$ cat src/rtl/imm_gen_pipe.sv
// Registered RV immediate generator (I/S/B/U/J) with a valid/ready handshake.
// A two-entry skid (output reg + skid reg) gives full throughput and a registered InReady.
module imm_gen_pipe #(
  parameter int XLEN     = 32,
  parameter bit AUTO_SRC = 1'b0,
  parameter int TAG_W    = 8
) (
  input  logic             clk,
  input  logic             reset,
  input  logic             InValid,
  output logic             InReady,
  input  logic [31:0]      Inst,
  input  logic [2:0]       ImmSrc,
  input  logic [TAG_W-1:0] InTag,
  output logic             OutValid,
  input  logic             OutReady,
  output logic [XLEN-1:0]  ImmExt,
  output logic             ImmErr,
  output logic [TAG_W-1:0] OutTag
);

  generate
    if (XLEN != 32 && XLEN != 64) begin : g_bad_xlen
      $error("imm_gen_pipe: XLEN must be 32 or 64");
    end
  endgenerate

  localparam logic [2:0] SRC_I = 3'b000, SRC_S = 3'b001, SRC_U = 3'b010,
                         SRC_B = 3'b101, SRC_J = 3'b110, SRC_BAD = 3'b011;

  typedef struct packed {
    logic [XLEN-1:0]  imm;
    logic             err;
    logic [TAG_W-1:0] tag;
  } ent_t;

  logic [2:0]  src;
  logic [31:0] imm32;
  ent_t        in_ent;
  ent_t        out_q, out_d, skid_q, skid_d;
  logic        out_vld_q, out_vld_d, skid_vld_q, skid_vld_d;
  logic        in_fire, out_fire, out_load;

  // Opcode bits only matter in AUTO_SRC builds.
  logic unused_opcode;
  assign unused_opcode = ^Inst[6:0];

  always_comb begin
    src = ImmSrc;
    if (AUTO_SRC) begin
      case (Inst[6:0])
        7'b0010011, 7'b0000011,
        7'b1100111, 7'b1110011: src = SRC_I;
        7'b0011011:             src = (XLEN == 64) ? SRC_I : SRC_BAD;
        7'b0100011:             src = SRC_S;
        7'b1100011:             src = SRC_B;
        7'b0110111, 7'b0010111: src = SRC_U;
        7'b1101111:             src = SRC_J;
        default:                src = SRC_BAD;
      endcase
    end
  end

  always_comb begin
    imm32      = '0;
    in_ent.err = 1'b0;
    case (src)
      SRC_I:   imm32 = {{20{Inst[31]}}, Inst[31:20]};
      SRC_S:   imm32 = {{20{Inst[31]}}, Inst[31:25], Inst[11:7]};
      SRC_B:   imm32 = {{19{Inst[31]}}, Inst[31], Inst[7], Inst[30:25], Inst[11:8], 1'b0};
      SRC_U:   imm32 = {Inst[31:12], 12'b0};
      SRC_J:   imm32 = {{11{Inst[31]}}, Inst[31], Inst[19:12], Inst[20], Inst[30:21], 1'b0};
      default: in_ent.err = 1'b1;
    endcase
    in_ent.imm = XLEN'($signed(imm32));
    in_ent.tag = InTag;
  end

  assign InReady  = !skid_vld_q && !reset;
  assign in_fire  = InValid && InReady;
  assign out_fire = out_vld_q && OutReady;
  assign out_load = !out_vld_q || out_fire;

  // Skid drains into the output reg first, which keeps ordering FIFO.
  always_comb begin
    out_d      = out_q;
    out_vld_d  = out_vld_q;
    skid_d     = skid_q;
    skid_vld_d = skid_vld_q;
    if (out_load) begin
      if (skid_vld_q) begin
        out_d      = skid_q;
        out_vld_d  = 1'b1;
        skid_vld_d = 1'b0;
      end else if (in_fire) begin
        out_d     = in_ent;
        out_vld_d = 1'b1;
      end else begin
        out_vld_d = 1'b0;
      end
    end else if (in_fire) begin
      skid_d     = in_ent;
      skid_vld_d = 1'b1;
    end
  end

  always_ff @(posedge clk) begin
    if (reset) begin
      out_q      <= '0;
      out_vld_q  <= 1'b0;
      skid_q     <= '0;
      skid_vld_q <= 1'b0;
    end else begin
      out_q      <= out_d;
      out_vld_q  <= out_vld_d;
      skid_q     <= skid_d;
      skid_vld_q <= skid_vld_d;
    end
  end

  assign OutValid = out_vld_q;
  assign ImmExt   = out_q.imm;
  assign ImmErr   = out_q.err;
  assign OutTag   = out_q.tag;

endmodule

$ cat config.mk
export PLATFORM = sky130hd
export DESIGN_NAME = imm_gen_pipe
export DESIGN_NICKNAME = d
export VERILOG_FILES = /design/src/rtl/imm_gen_pipe.sv
export SDC_FILE = /design/constraint.sdc
export NUM_CORES = 1
export LEC_CHECK = 0
export CAP_MARGIN = 20
export CORE_ASPECT_RATIO = 1.75
export CORE_UTILIZATION = 45
export CTS_CLUSTER_DIAMETER = 100
export DETAILED_ROUTE_END_ITERATION = 10
export GPL_TIMING_DRIVEN = 0
export HOLD_SLACK_MARGIN = 0.03
export PLACE_DENSITY_LB_ADDON = 0.2
export SKIP_CTS_REPAIR_TIMING = 1
export SYNTH_ARGS = -nofsm -noshare
export SYNTH_HDL_FRONTEND = slang
export SYNTH_SLANG_ARGS = --single-unit
$ cat constraint.sdc
create_clock -name clk -period 4 [get_ports clk]
set_input_delay 0.6 -clock clk [delete_from_list [all_inputs] [get_ports clk]]
set_output_delay 0.6 -clock clk [all_outputs]
set_load 0.02 [all_outputs]
==> metrics.md <==
| Metric | Value |
|---|---|
| Status | `finished clean` |
| CTS tree | `yes` |
| Final worst slack | `1.74 ns` |
| RSZ-0062 raised after global routing | `false` |
| Initial antenna violation count | `0` |
| Reg clk slew, reported paths | `0.06 ns` |
| Clock power frac | `42.5%` |
| Clk_lat worst skew | `0.34 ns` |
| CP startpoint kind | `flip-flop` |
| Placement Rows | `44` |
| Die extent in x | `72.8 um` |
| Max Freq | `0.442 GHz` |
| Detailed Place HPWL | `8420 um` |
| Core ar. | `8420 sq um` |
| Final Max Tran Viols | `0` |
| Routed WL per cell | `16.5 um` |
| Setup crit end kind | `output port` |
| DRT Pass-1 Iters | `4` |
| Power Dens Cells | `402 nW/um^2` |
| Area of the multi-input gates | `2030 sq um` |
| Worst Skew | `0.00947 ns` |
| Sw Pwr | `0.524 mW` |
| Die ar. | `9170 sq um` |
| Post-Syn Area per Cell | `8.35 sq um` |
| GR Util All Layers | `25.7%` |
| Yosys warns | `0` |
| FILL cells | `761` |
| Crit path buf inv count | `2` |
| Final Critical Period | `2.26 ns` |
| Worst-path fanout max | `9` |
| Area growth from synthesis to layout | `32.2%` |
| Die Ht | `126 um` |
| Max Cap Viol | `0` |
| Synth unique cells | `45` |
| Starting Density | `46.9%` |
| CP max stage delay | `0.65 ns` |
| Commonest non-fill, non-tap cell in the layout | `dfxtp_1` |
| Comb pwr share | `15.2%` |
| # diodes | `0` |
| Async set-reset flop share out of synthesis | `0%` |
| Vias in the first global route | `3648` |
| DR vias/cell | `5.50` |
| Worst EP arrival | `1.66 ns` |
| Top Family by Delay on Critical Path | `buffers and inverters` |
| Synth Cell Area | `3950 sq um` |
| Clock sink total | `84` |
| Clk buf depth | `2` |
| Worst slew margin | `58.7%` |
| Setup Slack @ Placement | `1.58 ns` |
| Worst vdd ir | `0.238 mV` |
| Sequential fraction of the synthesis area | `42.6%` |
| WS Path Type | `reg2out` |
| Switching share of power | `25.0%` |
| CP cell instances | `buf_4 -> nor2_2 -> clkdlybuf4s50_1` |
| Mapped Cells | `473` |
| Share of layout cells above drive strength 1 | `9.67%` |
| Seq cells post-synth | `84` |
| DRT antenna net count | `0` |
| CP required | `3.40 ns` |
| Initial drt markers | `204` |
| Root buf cell | `clkbuf_16` |
| Sequential cell area | `1680 sq um` |
| Final instance count without filler cells | `684` |
| Crit path max-delay cell type | `clkdlybuf4s50_1` |
| Syn Nets | `520` |
| DR vias | `3765` |
| Internal power | `1.57 mW` |
| EDFF count, synth | `0` |
| IO Count | `90` |
| Slew @ Worst Pin | `0.619 ns` |
| Aggregate routed wire length | `11300 um` |
| Final period utilization | `56.6%` |
| Hold crit path type | `reg2reg` |
| Overflow after GRT | `0` |
| Number of remaining DRC errors | `0` |
| Sequential power share | `42.3%` |
| Most frequent cells in the layout | `dfxtp_1, clkdlybuf4s50_1, nand2_1` |
| IO buf count | `81` |
| Largest net degree at the start of global routing | `14` |
| Nets | `612` |
| Setup TNS Final | `0 ns` |
| H-tree levels | `3` |
| Placed Cells | `669` |
| Final setup vio count | `0` |
| RePlAce Congestion | `0.899` |
| Final Hold Fails | `0` |
| First-pass GRT wire length | `17800 um` |
| TritonCTS buffer count | `9` |
| Ys flop type | `dfxtp_1` |
| Pleak | `1.81 nW` |
[final timing paths]
check,startpoint,slack [ns],endpoint,cells past startpoint
hold reg to reg,ImmExt[18]$_SDFFE_PP0P_,0.45,ImmExt[18]$_SDFFE_PP0P_,2
hold / removal,ImmExt[18]$_SDFFE_PP0P_,0.45,ImmExt[18]$_SDFFE_PP0P_,2
setup / recovery,skid_vld_q$_SDFFE_PP0P_,1.74,InReady,3
setup reg to reg,skid_vld_q$_SDFFE_PP0P_,2.29,skid_q[40]$_SDFFE_PP0P_,6
[logic make-up after synthesis]
family / synth area share (%)
and+or+nand+nor: 29.3
AOI/OAI and AO/OA: 18.9
DFF: 42.6
buffers and inverters: 6.05
muxes: 2.54
xor gates and xnor gates: 0.634
[power groups by stage]
stage / Clock (mW) / Combinational, mW / Sequential (mW)
2_1_floorplan: 0 / 0.143 / 0.935
3_3_place_gp: 0 / 0.313 / 0.904
3_5_place_dp: 0 / 0.317 / 0.906
4_1_cts: 0.895 / 0.319 / 0.887
5_1_grt: 0.927 / 0.342 / 0.891
6_report: 0.892 / 0.319 / 0.887
[worst reg2reg max path: cells and delay by family, from the launching register on]
family	cells	cell delay [ns]
buf+inv	2	0.50
simple gates	3	0.71
compound gates	1	0.07
flops	1	0.30
[state kept, by name, summed over array words and instances (netlist names)]
name,flops
OutValid,1
skid_q,41
skid_vld_q,1
OutTag,8
ImmExt,32
ImmErr,1
[layout make-up]
class                   instances  share of cell area (%)
plain buffers                  41                    4.51
clock buffers                  11                    4.65
clock inverters                 4                    1.41
inverters                       1                  0.0719
multi-input cells             347                    38.8
flip-flops and latches         84                    32.2
well taps                     115                    2.76
repair buffers                 81                    15.5
[cell usage after synthesis, types with 2 or more instances]
cell type | instances | area share [%]
a211oi_1 | 18 | 3.4
a211oi_2 | 2 | 0.63
a21oi_1 | 54 | 6.8
a21oi_2 | 2 | 0.44
and2_1 | 8 | 1.3
and2b_1 | 2 | 0.38
buf_1 | 2 | 0.19
buf_2 | 14 | 1.8
buf_4 | 9 | 1.7
buf_6 | 4 | 1.1
clkbuf_1 | 12 | 1.1
dfxtp_1 | 84 | 43
mux2i_1 | 10 | 2.5
nand2_1 | 60 | 5.7
nand2b_1 | 27 | 4.3
nand3_1 | 16 | 2.0
nand3b_1 | 8 | 1.5
nand4_1 | 7 | 1.1
nand4b_1 | 8 | 1.8
nand4bb_1 | 3 | 0.86
nor2_1 | 49 | 4.7
nor3_1 | 14 | 1.8
o211ai_1 | 18 | 3.4
o21ai_0 | 11 | 1.4
o311ai_0 | 8 | 1.8
or4bb_1 | 4 | 1.1
[metrics by stage]
step                      utilization (%)  power [mW]  area [sq um]  hold WS [ns]
after floorplan                         -        1.08          3950         0.431
after global placement               58.2        1.22          4900         0.436
after detailed placement             58.2        1.22          4900         0.443
after CTS                            62.0        2.10          5220         0.451
after global routing                 62.0        2.16          5220         0.468
final                                62.0        2.10          5220         0.448
[routing by layer]
layer | GRT usage, % | share of wire (%) | routed length, um | vias up
met2 | 46.6 | 54 | 6070 | 104
li1 | - | - | - | 1853
met5 | 0 | 0 | 0 | -
met1 | 27.2 | 40 | 4460 | 1788
met4 | 14.6 | 2.7 | 302 | 0
met3 | 4.00 | 3.8 | 433 | 20
Power figures use the tool's default switching activity.
